===== src/rtl/svm_operand_seq.sv =====
// svm_operand_seq: operand sequencer feeding the SVM dot-product multiplier.
// On start it walks every support vector against the feature vector, pairing
// feature word f with SV word (s*num_feat + f) read from two synchronous RAMs,
// and presents the pairs to the multiplier through a 2-entry operand buffer.
//
// Ports:
//   clk, rst_n                 clock, asynchronous active-low reset
//   start, num_feat, num_sv    run request and configuration (sampled in IDLE)
//   busy, done                 run in progress / one-cycle completion pulse
//   feat_rd_en/addr/rdata      feature RAM read port (1-cycle latency)
//   sv_rd_en/addr/rdata        SV RAM read port (1-cycle latency)
//   data_1, data_2, mult_en    operand pair and valid to the multiplier
//   dn_ready                   downstream accept (transfer = mult_en & dn_ready)
//   mult_op_sel, vec_last      first / last pair of the current SV
//   sv_idx                     SV index of the presented pair
module svm_operand_seq #(
  parameter int unsigned DATA_WIDTH = 32,
  parameter int unsigned FEAT_AW    = 6,
  parameter int unsigned SV_AW      = 12
) (
  input  logic                  clk,
  input  logic                  rst_n,
  input  logic                  start,
  input  logic [FEAT_AW:0]      num_feat,
  input  logic [7:0]            num_sv,
  output logic                  busy,
  output logic                  done,
  output logic                  feat_rd_en,
  output logic [FEAT_AW-1:0]    feat_addr,
  input  logic [DATA_WIDTH-1:0] feat_rdata,
  output logic                  sv_rd_en,
  output logic [SV_AW-1:0]      sv_addr,
  input  logic [DATA_WIDTH-1:0] sv_rdata,
  output logic [DATA_WIDTH-1:0] data_1,
  output logic [DATA_WIDTH-1:0] data_2,
  output logic                  mult_en,
  input  logic                  dn_ready,
  output logic                  mult_op_sel,
  output logic                  vec_last,
  output logic [7:0]            sv_idx
);

  localparam int unsigned NF_W  = FEAT_AW + 1;
  localparam int unsigned ENT_W = 2 * DATA_WIDTH + 10;

  localparam logic [1:0] S_IDLE  = 2'd0;
  localparam logic [1:0] S_FETCH = 2'd1;
  localparam logic [1:0] S_DRAIN = 2'd2;
  localparam logic [1:0] S_DONE  = 2'd3;

  logic [1:0]       state, state_nxt;
  logic [NF_W-1:0]  cfg_nf, f_cnt, eff_nf, eff_f;
  logic [7:0]       cfg_ns, s_cnt, eff_ns, eff_s;
  logic [SV_AW-1:0] lin, eff_lin;
  logic             rd_en, rd_first, rd_last;
  logic [7:0]       rd_idx;
  logic             inf_valid, inf_first, inf_last;
  logic [7:0]       inf_idx;
  logic [ENT_W-1:0] ent0, ent1, ent0_nxt, ent1_nxt, arr, head, l0, l1;
  logic [1:0]       cnt, cnt_nxt;
  logic             idle, go, go_zero, pop, room, issue, f_last, elem_last, drained;

  // Buffer view: stored entries first, then the word arriving from the RAMs.
  // The arriving word can be the head directly so a pair reaches the
  // multiplier the cycle its RAM data becomes valid.
  always_comb begin
    pop      = mult_en & dn_ready;
    arr      = {feat_rdata, sv_rdata, inf_first, inf_last, inf_idx};
    l0       = (cnt != 2'd0) ? ent0 : arr;
    l1       = (cnt == 2'd2) ? ent1 : arr;
    ent0_nxt = pop ? l1 : l0;
    ent1_nxt = l1;
    cnt_nxt  = cnt + 2'(inf_valid) - 2'(pop);
    head     = (cnt != 2'd0) ? ent0 : (inf_valid ? arr : '0);
  end

  assign mult_en     = (cnt != 2'd0) | inf_valid;
  assign data_1      = head[ENT_W-1 -: DATA_WIDTH];
  assign data_2      = head[ENT_W-DATA_WIDTH-1 -: DATA_WIDTH];
  assign mult_op_sel = head[9];
  assign vec_last    = head[8];
  assign sv_idx      = head[7:0];
  assign feat_rd_en  = rd_en;
  assign sv_rd_en    = rd_en;
  assign busy        = (state == S_FETCH) | (state == S_DRAIN);
  assign done        = (state == S_DONE);

  // Read scheduling; in IDLE the first element is addressed from the inputs
  // so the first read goes out the cycle after start.
  always_comb begin
    idle      = (state == S_IDLE);
    eff_nf    = idle ? num_feat : cfg_nf;
    eff_ns    = idle ? num_sv : cfg_ns;
    eff_f     = idle ? '0 : f_cnt;
    eff_s     = idle ? '0 : s_cnt;
    eff_lin   = idle ? '0 : lin;
    go        = idle & start & (num_feat != '0) & (num_sv != 8'd0);
    go_zero   = idle & start & ((num_feat == '0) | (num_sv == 8'd0));
    // Counts the read now on the bus as already buffered, assuming no pop.
    room      = (cnt_nxt + 2'(rd_en)) < 2'd2;
    issue     = go | ((state == S_FETCH) & room);
    f_last    = (eff_f == eff_nf - NF_W'(1));
    elem_last = f_last & (eff_s == eff_ns - 8'd1);
    drained   = (cnt_nxt == 2'd0) & ~rd_en;
  end

  // Next-state logic.
  always_comb begin
    state_nxt = state;
    case (state)
      S_IDLE: begin
        if (go)           state_nxt = elem_last ? S_DRAIN : S_FETCH;
        else if (go_zero) state_nxt = S_DONE;
      end
      S_FETCH: if (issue && elem_last) state_nxt = S_DRAIN;
      S_DRAIN: if (drained) state_nxt = S_DONE;
      S_DONE:  state_nxt = S_IDLE;
      default: state_nxt = S_IDLE;
    endcase
  end

  // State register.
  always_ff @(posedge clk or negedge rst_n) begin
    if (!rst_n) state <= S_IDLE;
    else        state <= state_nxt;
  end

  // Counters, read port, in-flight tag and operand buffer.
  always_ff @(posedge clk or negedge rst_n) begin
    if (!rst_n) begin
      cfg_nf    <= '0;
      cfg_ns    <= '0;
      f_cnt     <= '0;
      s_cnt     <= '0;
      lin       <= '0;
      rd_en     <= 1'b0;
      rd_first  <= 1'b0;
      rd_last   <= 1'b0;
      rd_idx    <= '0;
      feat_addr <= '0;
      sv_addr   <= '0;
      inf_valid <= 1'b0;
      inf_first <= 1'b0;
      inf_last  <= 1'b0;
      inf_idx   <= '0;
      ent0      <= '0;
      ent1      <= '0;
      cnt       <= '0;
    end else begin
      cnt       <= cnt_nxt;
      ent0      <= ent0_nxt;
      ent1      <= ent1_nxt;
      inf_valid <= rd_en;
      inf_first <= rd_first;
      inf_last  <= rd_last;
      inf_idx   <= rd_idx;
      rd_en     <= issue;
      if (go) begin
        cfg_nf <= num_feat;
        cfg_ns <= num_sv;
      end
      if (issue) begin
        feat_addr <= eff_f[FEAT_AW-1:0];
        sv_addr   <= eff_lin;
        rd_first  <= (eff_f == '0);
        rd_last   <= f_last;
        rd_idx    <= eff_s;
        f_cnt     <= f_last ? '0 : eff_f + NF_W'(1);
        s_cnt     <= f_last ? eff_s + 8'd1 : eff_s;
        lin       <= eff_lin + SV_AW'(1);
      end
    end
  end

endmodule

===== config.mk =====
export PLATFORM = sky130hd
export DESIGN_NAME = svm_operand_seq
export DESIGN_NICKNAME = d
export VERILOG_FILES = /design/src/rtl/svm_operand_seq.sv
export SDC_FILE = /design/constraint.sdc
export NUM_CORES = 1
export LEC_CHECK = 0
export ABC_AREA = 1
export CAP_MARGIN = 25
export CORE_MARGIN = 3
export CORE_UTILIZATION = 55
export DETAILED_ROUTE_END_ITERATION = 7
export PLACE_DENSITY = 0.78
export SLEW_MARGIN = 0
export SYNTH_ARGS = -nofsm -noshare
export SYNTH_HDL_FRONTEND = slang
export SYNTH_SLANG_ARGS = --single-unit

===== constraint.sdc =====
create_clock -name clk -period 3.6 [get_ports clk]
set_input_delay 0.72 -clock clk [delete_from_list [all_inputs] [get_ports clk]]
set_output_delay 0.72 -clock clk [all_outputs]
set_load 0.005 [all_outputs]

# Yosys cells after proc, flatten, opt, wreduce, memory -nomap -nowiden
# Cells that the tools add are included.
# Widths: inputs -> output; s select.
# word_totals
latchBits	0
wordCells	79
mem_bits_ro	0
ff_bits	234
input_bits	83
n_memories	0
mem_bits_rw	0
# op_classes
n_mul	0
add_sub_neg	8
shift	0
muxes	18
div_mod_pow	0
order_cmp	1
reduce_logical	10
eq_ne	10
bitwise_logic	13
# ops
cell	count
$mux 74	5
$mux 8	3
$mux 7	3
$logic_not 7->1	2
$add 12x1->12 const B	1
$mux 12	1
$mux 2	5
$add 8x1->8 const B	1
$and 1x1->1	8
$eq 8x8->1	1
$logic_not 8->1	1
$pmux 2 s4	1
$reduce_bool 8->1	1
$sub 8x1->8 const B	1
$add 7x1->7 const B	1
$eq 7x7->1	1
$reduce_bool 7->1	1
$sub 7x1->7 const B	1
$eq 2x2->1 const B	3
$add 2x1->2	2
$logic_not 2->1	2
$ne 2x2->1 const B	2
$or 1x1->1	4
$ne 3x1->1 const B	1
other kinds (8)	8

# Logic depth before layout (Yosys ltp)
# Gate-level depths: netlist of run 1.
# logic_depth
word_depth	11
ltp_mapped	23
ltp_nobuf	21

# Worst setup path after synthesis of run 1
# No wires, ideal clock.
# synth_timing
path_type	input to register
startpoint	in dn_ready
endpoint	reg s_cnt[4]
arrival_ps	3207
path_buffers	3
stages	15
setup_ps	121
path_slack_ps	272
cell_sequence	a21boi_0 > clkbuf_1 > clkbuf_1 > ha_1 > inv_1 > ha_1 > xor2_1 > xnor2_1 > nand3_1 > nand3_1 > nand2_2 > nand2_1 > buf_2 > nand2_1 > xor2_1
# synth_via
elab_chain_cells	6
# synth_rtl
element	line_no	text
start, declared	37	input logic dn_ready,
$and 1x1->1	67	pop = mult_en & dn_ready;
$sub 2x1->2	73	cnt_nxt = cnt + 2'(inf_valid) - 2'(pop);
$add 2x1->2	100	room = (cnt_nxt + 2'(rd_en)) < 2'd2;
$lt 2x2->1	100	
$and 1x1->1	101	issue = go | ((state == S_FETCH) & room);
$or 1x1->1	101	
end signal, assigned	169	s_cnt <= f_last ? eff_s + 8'd1 : eff_s;
end, declared	53	logic [7:0] cfg_ns, s_cnt, eff_ns, eff_s;
# Every way passes these cells.
# A chain may end at the register's enable or synchronous reset.

# Worst setup path after layout of run 1
# layout_timing
startpoint	reg cnt[1]
endpoint	out data_2[10]
# layout_via
elab_chain_cells	2
# layout_rtl
element	line_no	text
start, declared	60	logic [1:0] cnt, cnt_nxt;
start signal, assigned	150	cnt <= cnt_nxt;
$reduce_bool 2->1	74	head = (cnt != 2'd0) ? ent0 : (inf_valid ? arr : '0);
$mux 74	74	
end, declared	35	output logic [DATA_WIDTH-1:0] data_2,
# Every way passes these cells.

==> results of run 1 <==
-- placed cells by master (no fill, tap or decap), drive strengths merged --
cell type / n
nor3: 6
a21boi: 1
nor2: 126
o21a: 2
buf: 22
o311ai: 74
bufinv: 2
dfrtp: 234
nor4: 3
clkbuf: 36
clkinv: 1
nand3: 46
o221ai: 1
o22ai: 2
nand4: 4
o21ai: 45
inv: 165
a21oi: 76
o31ai: 78
clkinvlp: 2
xnor2: 7
ha: 12
clkdlybuf4s50: 178
xor2: 18
nand2: 456
-- metrics by stage --
| stage | setup slack [ns] | hold slack, ns | cells | setup TNS [ns] |
|---|---|---|---|---|
| global route | 0.0704 | 0.220 | 1867 | 0 |
| global placement | 0.145 | 0.365 | 1825 | 0 |
| CTS | 0.0326 | 0.209 | 1867 | 0 |
| detailed placement | -0.0111 | 0.361 | 1825 | -0.0111 |
| finish | 0.145 | 0.188 | 1867 | 0 |
| floorplan | 0.272 | 0.354 | 1447 | 0 |
-- final timing paths --
check | from | to | slack, ns | cells past startpoint
worst max-delay path | cnt[1]$_DFF_PN0_ | data_2[10] | 0.15 | 6
worst min-delay path | rst_n | ent0[57]$_DFFE_PN0P_ | 0.19 | 1
worst max register to register | state[0]$_DFFE_PN0P_ | state[1]$_DFFE_PN0P_ | 0.49 | 21
worst min register to register | rd_idx[6]$_DFFE_PN0N_ | inf_idx[6]$_DFF_PN0_ | 0.37 | 0
max in group asynchronous | rst_n | ent0[12]$_DFFE_PN0P_ | 2.55 | 2
min in group clk | rd_idx[6]$_DFFE_PN0N_ | inf_idx[6]$_DFF_PN0_ | 0.37 | 0
-- registers in the layout, indices dropped and copies added, names as in the netlist, 7 cells and up --
register,cells
cfg_nf,7
cfg_ns,8
ent0,74
ent1,74
f_cnt,7
inf_idx,8
lin,12
rd_idx,8
s_cnt,8
sv_addr,12
-- power groups by stage --
stage	sequential (W)	clock, W	combinational (W)
after floorplan	0.00407	0	0.00414
after global placement	0.00415	0	0.00625
after detailed placement	0.00419	0	0.00643
after CTS	0.00415	0.00258	0.00646
after global routing	0.00427	0.00268	0.00720
final	0.00415	0.00253	0.00642
-- synth_stat cells, types with 3 or more instances --
master    number
nand2_1      443
dfrtp_1      234
inv_1        160
nor2_1       116
o31ai_1       78
clkbuf_1      77
a21oi_1       76
o311ai_0      74
nand3_1       42
o21ai_0       41
xor2_1        18
ha_1          12
nand2_2       11
nor2_2         7
xnor2_1        7
buf_2          5
buf_6          5
nand4_1        4
nor3_1         4
inv_2          3
nand3_2        3
nor2_4         3
nor4_1         3
-- worst max-delay path: cells and delay by family (launching register included) --
kind / cells / cell delay [ns]
DFF: 1 / 0.44
AOI/OAI and AO/OA: 1 / 0.34
buffers and inverters: 4 / 1.15
and+or+nand+nor: 1 / 0.27
-- cells by family after synthesis --
logic type / count (synthesis)
and+or+nand+nor: 641
AOI/OAI and AO/OA: 279
buffers and inverters: 256
DFF: 234
xor gates and xnor gates: 25
adders and majority gates: 12
-- cell type report --
| type | instances | share of cell area (%) |
|---|---|---|
| sequential | 234 | 40.1 |
| multi-input combinational | 957 | 33.6 |
| timing repair buffer | 200 | 14.2 |
| clock buffer | 36 | 4.91 |
| inverter | 164 | 4.29 |
| tap | 270 | 2.31 |
| clock inverter | 6 | 0.634 |
-- routing by layer --
metal / vias to the layer above / part of all wire, %
met5: - / 0
met4: 0 / 2.6
met3: 50 / 4.8
met2: 254 / 47
met1: 4717 / 45
li1: 5017 / -
==> impl_metrics.env, run 1 <==
export IMPL_cp_end_kind="primary output"
export IMPL_gp_congestion=0.887
export IMPL_insertion_delay_ns=0.52
export IMPL_synth_top_area_cell="dfrtp_1"
export IMPL_multi_input_area_mm2=0.00490
export IMPL_cts_max_level=1
export IMPL_synth_enable_flop_cells=0
export IMPL_synth_compound_area_share_pct=16.1
export IMPL_worst_setup_path_type="flop to primary output"
export IMPL_dr_pass1_iters=5
export IMPL_drtIter0Drc=627
export IMPL_synthSimpleGateAreaFrac_pct=22.2
export IMPL_drive_above_1_share_pct=6.26
export IMPL_synth_xor_area_share_pct=1.86
export IMPL_postCtsResizedCells=0
export IMPL_design_area_mm2=0.0146
export IMPL_final_hold_violation_count=0
export IMPL_drt_drc_violations_left=0
export IMPL_synth_top_family_by_area="simple AND/OR/NAND/NOR gates"
export IMPL_power_w=0.0131
export IMPL_cp_arrival_ns=2.73
export IMPL_tightest_slew_ns=0.901
export IMPL_cts_setup_buffers=0
export IMPL_cts_buffers=25
export IMPL_startpoint_type="flop"
export IMPL_clockBufferDepth=3
export IMPL_synthAdderAreaFrac_pct=1.28
export IMPL_seqCellArea_mm2=0.00586
export IMPL_synthTopCellsByArea="dfrtp_1 (50%), nand2_1 (14%), o311ai_0 (5.5%)"
export IMPL_cp_max_fo=56
export IMPL_io_pins=180
export IMPL_chipHeight_um=152
export IMPL_num_rows=52
export IMPL_die_x_um=152
export IMPL_critPathMaxStageDelay_ns=0.58
export IMPL_tritoncts="done"
export IMPL_setup_viol=0
export IMPL_core_mm2=0.0206
export IMPL_track_usage_pct=23.4
export IMPL_grt_max_degree=131
export IMPL_async_flop_share_pct=100
export IMPL_syn_inst=1447
export IMPL_power_density_mw_per_mm2=898
export IMPL_crit_slowest_cell="clkdlybuf4s50_1"
export IMPL_antenna_found_initial=0
export IMPL_n_antenna_cell=0
export IMPL_path_cells="nor2_2, buf_4, inv_6, buf_12, o31ai_1, clkdlybuf4s50_1"
export IMPL_fin_util_pct=70.8
export IMPL_slew_headroom_pct=39.9
export IMPL_root_buffer="clkbuf_16"
export IMPL_die_area_mm2=0.0232
export IMPL_min_path_type="input port to asynchronous set/reset pin"
export IMPL_p_int_w=0.00789
export IMPL_max_freq_mhz=289
export IMPL_post_drt_wl_per_cell_um=14.8
export IMPL_ant_nets=0
export IMPL_grt_most_used_layer="met2"
export IMPL_outcome="complete, no violations"
export IMPL_clkPwrFrac_pct=19.3
export IMPL_layout_min_cycle_time_ns=3.45
export IMPL_synthDistinctLibCells=36
export IMPL_netSwitchingFraction_pct=39.8
export IMPL_viasPerCell=5.38
export IMPL_maxCapViolCount=0
export IMPL_initial_core_util_pct=57.0
export IMPL_crit_required_ns=2.88
export IMPL_syn_area_per_cell_um2=8.13
export IMPL_met2_usage_pct=39.2
export IMPL_p_sw_w=0.00521
export IMPL_vdd_drop_max_v=0.000523
export IMPL_first_global_vias=9756
export IMPL_dp_hpwl_um=18500
export IMPL_vias=10000
export IMPL_synth_seq_cells=234
export IMPL_grt_pass1_wl_um=46900
export IMPL_syn_area_mm2=0.0118
export IMPL_synthMuxAreaShare_pct=0
export IMPL_post_dp_cell_area_mm2=0.0138
export IMPL_power_frac_seq_pct=31.7
export IMPL_ys_seq_area_share_pct=49.8
export IMPL_synth_warnings=0
export IMPL_cts_clk_slew_worst_paths_ns=0.06
export IMPL_slew_violations=0
export IMPL_totalWireLength_um=27600
export IMPL_nets=1677
export IMPL_rsz0062_at_grt="false"
export IMPL_p_comb_share_pct=49.0
export IMPL_port_buffer_count=179
export IMPL_p_leak_nw=6.73
export IMPL_period_share_pct=96.0
export IMPL_synthFlopType="dfrtp_1"
export IMPL_use_met1_pct=31.9
export IMPL_grt_overflow_total=0
export IMPL_cts_sinks=234
export IMPL_synth_nets=1542
export IMPL_fin_skew_ns=0.00972
export IMPL_hold_buffers=0
export IMPL_grt_util_met3_pct=3.27
export IMPL_area_growth_syn_to_layout_pct=24.1
export IMPL_synth_top_area_share_pct=49.8
export IMPL_fillCellCount=1642
No activity file was read; power rests on OpenSTA's default activity.
==> run 2: changes to the inputs <==
Settings changed: SLEW_MARGIN 0 to 20.
==> results of run 2 <==
Final layout, timing and power as in run 1 (identical DEF).
==> run 3: changes to the inputs <==
Settings changed: CORE_ASPECT_RATIO from default to 0.9, SKIP_LAST_GASP from default to 1.
==> impl_metrics.env, run 3 (synthesis results as in run 1) <==
export IMPL_min_path_type="input port to asynchronous set/reset pin"
export IMPL_clkPwrFrac_pct=18.7
export IMPL_drtIter0Drc=822
export IMPL_initial_core_util_pct=56.3
export IMPL_cts_buffers=24
export IMPL_root_buffer="clkbuf_16"
export IMPL_rsz0062_at_grt="false"
export IMPL_drt_drc_violations_left=0
export IMPL_track_usage_pct=24.8
export IMPL_p_sw_w=0.00529
export IMPL_totalWireLength_um=28700
export IMPL_maxCapViolCount=0
export IMPL_postCtsResizedCells=0
export IMPL_drive_above_1_share_pct=6.85
export IMPL_post_dp_cell_area_mm2=0.0138
export IMPL_insertion_delay_ns=0.51
export IMPL_cts_max_level=1
export IMPL_port_buffer_count=179
export IMPL_worst_setup_path_type="flop to primary output"
export IMPL_final_hold_violation_count=0
export IMPL_io_pins=180
export IMPL_p_leak_nw=6.74
export IMPL_layout_min_cycle_time_ns=3.42
export IMPL_slew_violations=0
export IMPL_viasPerCell=5.40
export IMPL_cts_clk_slew_worst_paths_ns=0.06
export IMPL_vias=10200
export IMPL_clockBufferDepth=3
export IMPL_p_int_w=0.00780
export IMPL_largest_registers="ent0: 74 flops, ent1: 74 flops"
export IMPL_totalNegativeSetupSlack_ns=0
export IMPL_fin_skew_ns=0.0104
export IMPL_setup_viol=0
export IMPL_p_comb_share_pct=49.5
export IMPL_cp_arrival_ns=2.70
export IMPL_die_area_mm2=0.0232
export IMPL_vdd_drop_max_v=0.000512
export IMPL_core_mm2=0.0209
export IMPL_dp_cells=1849
export IMPL_crit_required_ns=2.88
export IMPL_grt_pass1_wl_um=48300
export IMPL_grt_max_degree=115
export IMPL_cp_end_kind="primary output"
export IMPL_antenna_found_initial=0
export IMPL_chipHeight_um=145
export IMPL_area_growth_syn_to_layout_pct=24.1
export IMPL_startpoint_type="flop"
export IMPL_cp_max_fo=55
export IMPL_outcome="complete, no violations"
export IMPL_grt_overflow_total=0
export IMPL_design_area_mm2=0.0146
export IMPL_hold_slack_ns=0.157
export IMPL_final_common_cell="nand2_1"
export IMPL_period_share_pct=94.9
export IMPL_dp_hpwl_um=19200
export IMPL_fin_cells=1891
export IMPL_power_w=0.0131
export IMPL_max_freq_mhz=293
export IMPL_die_x_um=160
export IMPL_num_rows=50
export IMPL_first_global_vias=9887
export IMPL_tightest_slew_ns=1.03
export IMPL_nets=1684
export IMPL_post_drt_wl_per_cell_um=15.2
export IMPL_ant_nets=0
export IMPL_fillCellCount=1709
export IMPL_tritoncts="done"
export IMPL_gp_congestion=0.905
export IMPL_dr_pass1_iters=5
export IMPL_final_cell_mix="nand2_1 (442), dfrtp_1 (234), clkdlybuf4s50_1 (178)"
export IMPL_power_frac_seq_pct=31.9
export IMPL_cts_sinks=234
export IMPL_slew_headroom_pct=31.2
export IMPL_cts_setup_buffers=0
export IMPL_n_antenna_cell=0
export IMPL_netSwitchingFraction_pct=40.4
export IMPL_power_density_mw_per_mm2=898
export IMPL_hold_buffers=0
==> run 3: cell types whose count changed in the layout (fill, tap and decap cells not counted), moves of 2 or more <==
cell,previous run,this run
buf_4,12,24
clkinv_2,0,7
buf_12,9,5
clkbuf_1,6,3
clkbuf_8,5,3
==> run 3: final cells by class <==
class / count / area [um^2] / area share, %
sequential: 234 / 5860 / 40.1
multi-input combinational: 957 / 4900 / 33.6
timing repair buffer: 208 / 2080 / 14.2
clock buffer: 30 / 653 / 4.48
inverter: 164 / 626 / 4.29
tap: 286 / 358 / 2.45
clock inverter: 12 / 126 / 0.866
==> run 3: metal layers <==
layer | global-route usage (%) | part of all wire (%) | up-vias
li1 | - | - | 5028
met3 | 3.64 | 5.0 | 43
met4 | 6.30 | 2.3 | 0
met1 | 34.4 | 44 | 4847
met2 | 41.6 | 48 | 285
met5 | 0 | 0 | -
==> run 3: worst max-delay path, stage by stage, from the launching register on <==
cell,delay [ns]
dfrtp_1,0.42
nor2_1,0.06
buf_4,0.18
inv_6,0.34
buf_4,0.30
buf_4,0.18
nand2_1,0.06
o31ai_1,0.08
clkdlybuf4s50_1,0.56
==> run 3: worst paths after layout <==
path                                            from              endpoint  slack [ns]  cells after the start
worst max-delay path                cnt[1]$_DFF_PN0_             data_1[7]        0.18                      8
worst min-delay path                           rst_n    ent1[58]$_DFF_PN0_        0.16                      1
worst max register to register  state[1]$_DFFE_PN0P_  state[1]$_DFFE_PN0P_        0.61                     19
worst min register to register  rd_first$_DFFE_PN0N_   inf_first$_DFF_PN0_        0.37                      0
max in group asynchronous                      rst_n  ent0[44]$_DFFE_PN0P_        2.52                      2
min in group clk                rd_first$_DFFE_PN0N_   inf_first$_DFF_PN0_        0.37                      0
==> run 3: through the flow <==
step                utilization (%)  setup WS, ns
detailed placement             66.1         0.109
finish                         69.8         0.185
floorplan                         -         0.272
global placement               66.1         0.220
CTS                            69.8         0.175
global route                   69.8        0.0154
==> run 3: power groups by stage <==
stage / sequential, W / clock, W / combinational, W
global placement: 0.00415 / 0 / 0.00625
finish: 0.00417 / 0.00245 / 0.00648
detailed placement: 0.00420 / 0 / 0.00644
floorplan: 0.00407 / 0 / 0.00414
CTS: 0.00417 / 0.00251 / 0.00650
global route: 0.00429 / 0.00263 / 0.00729
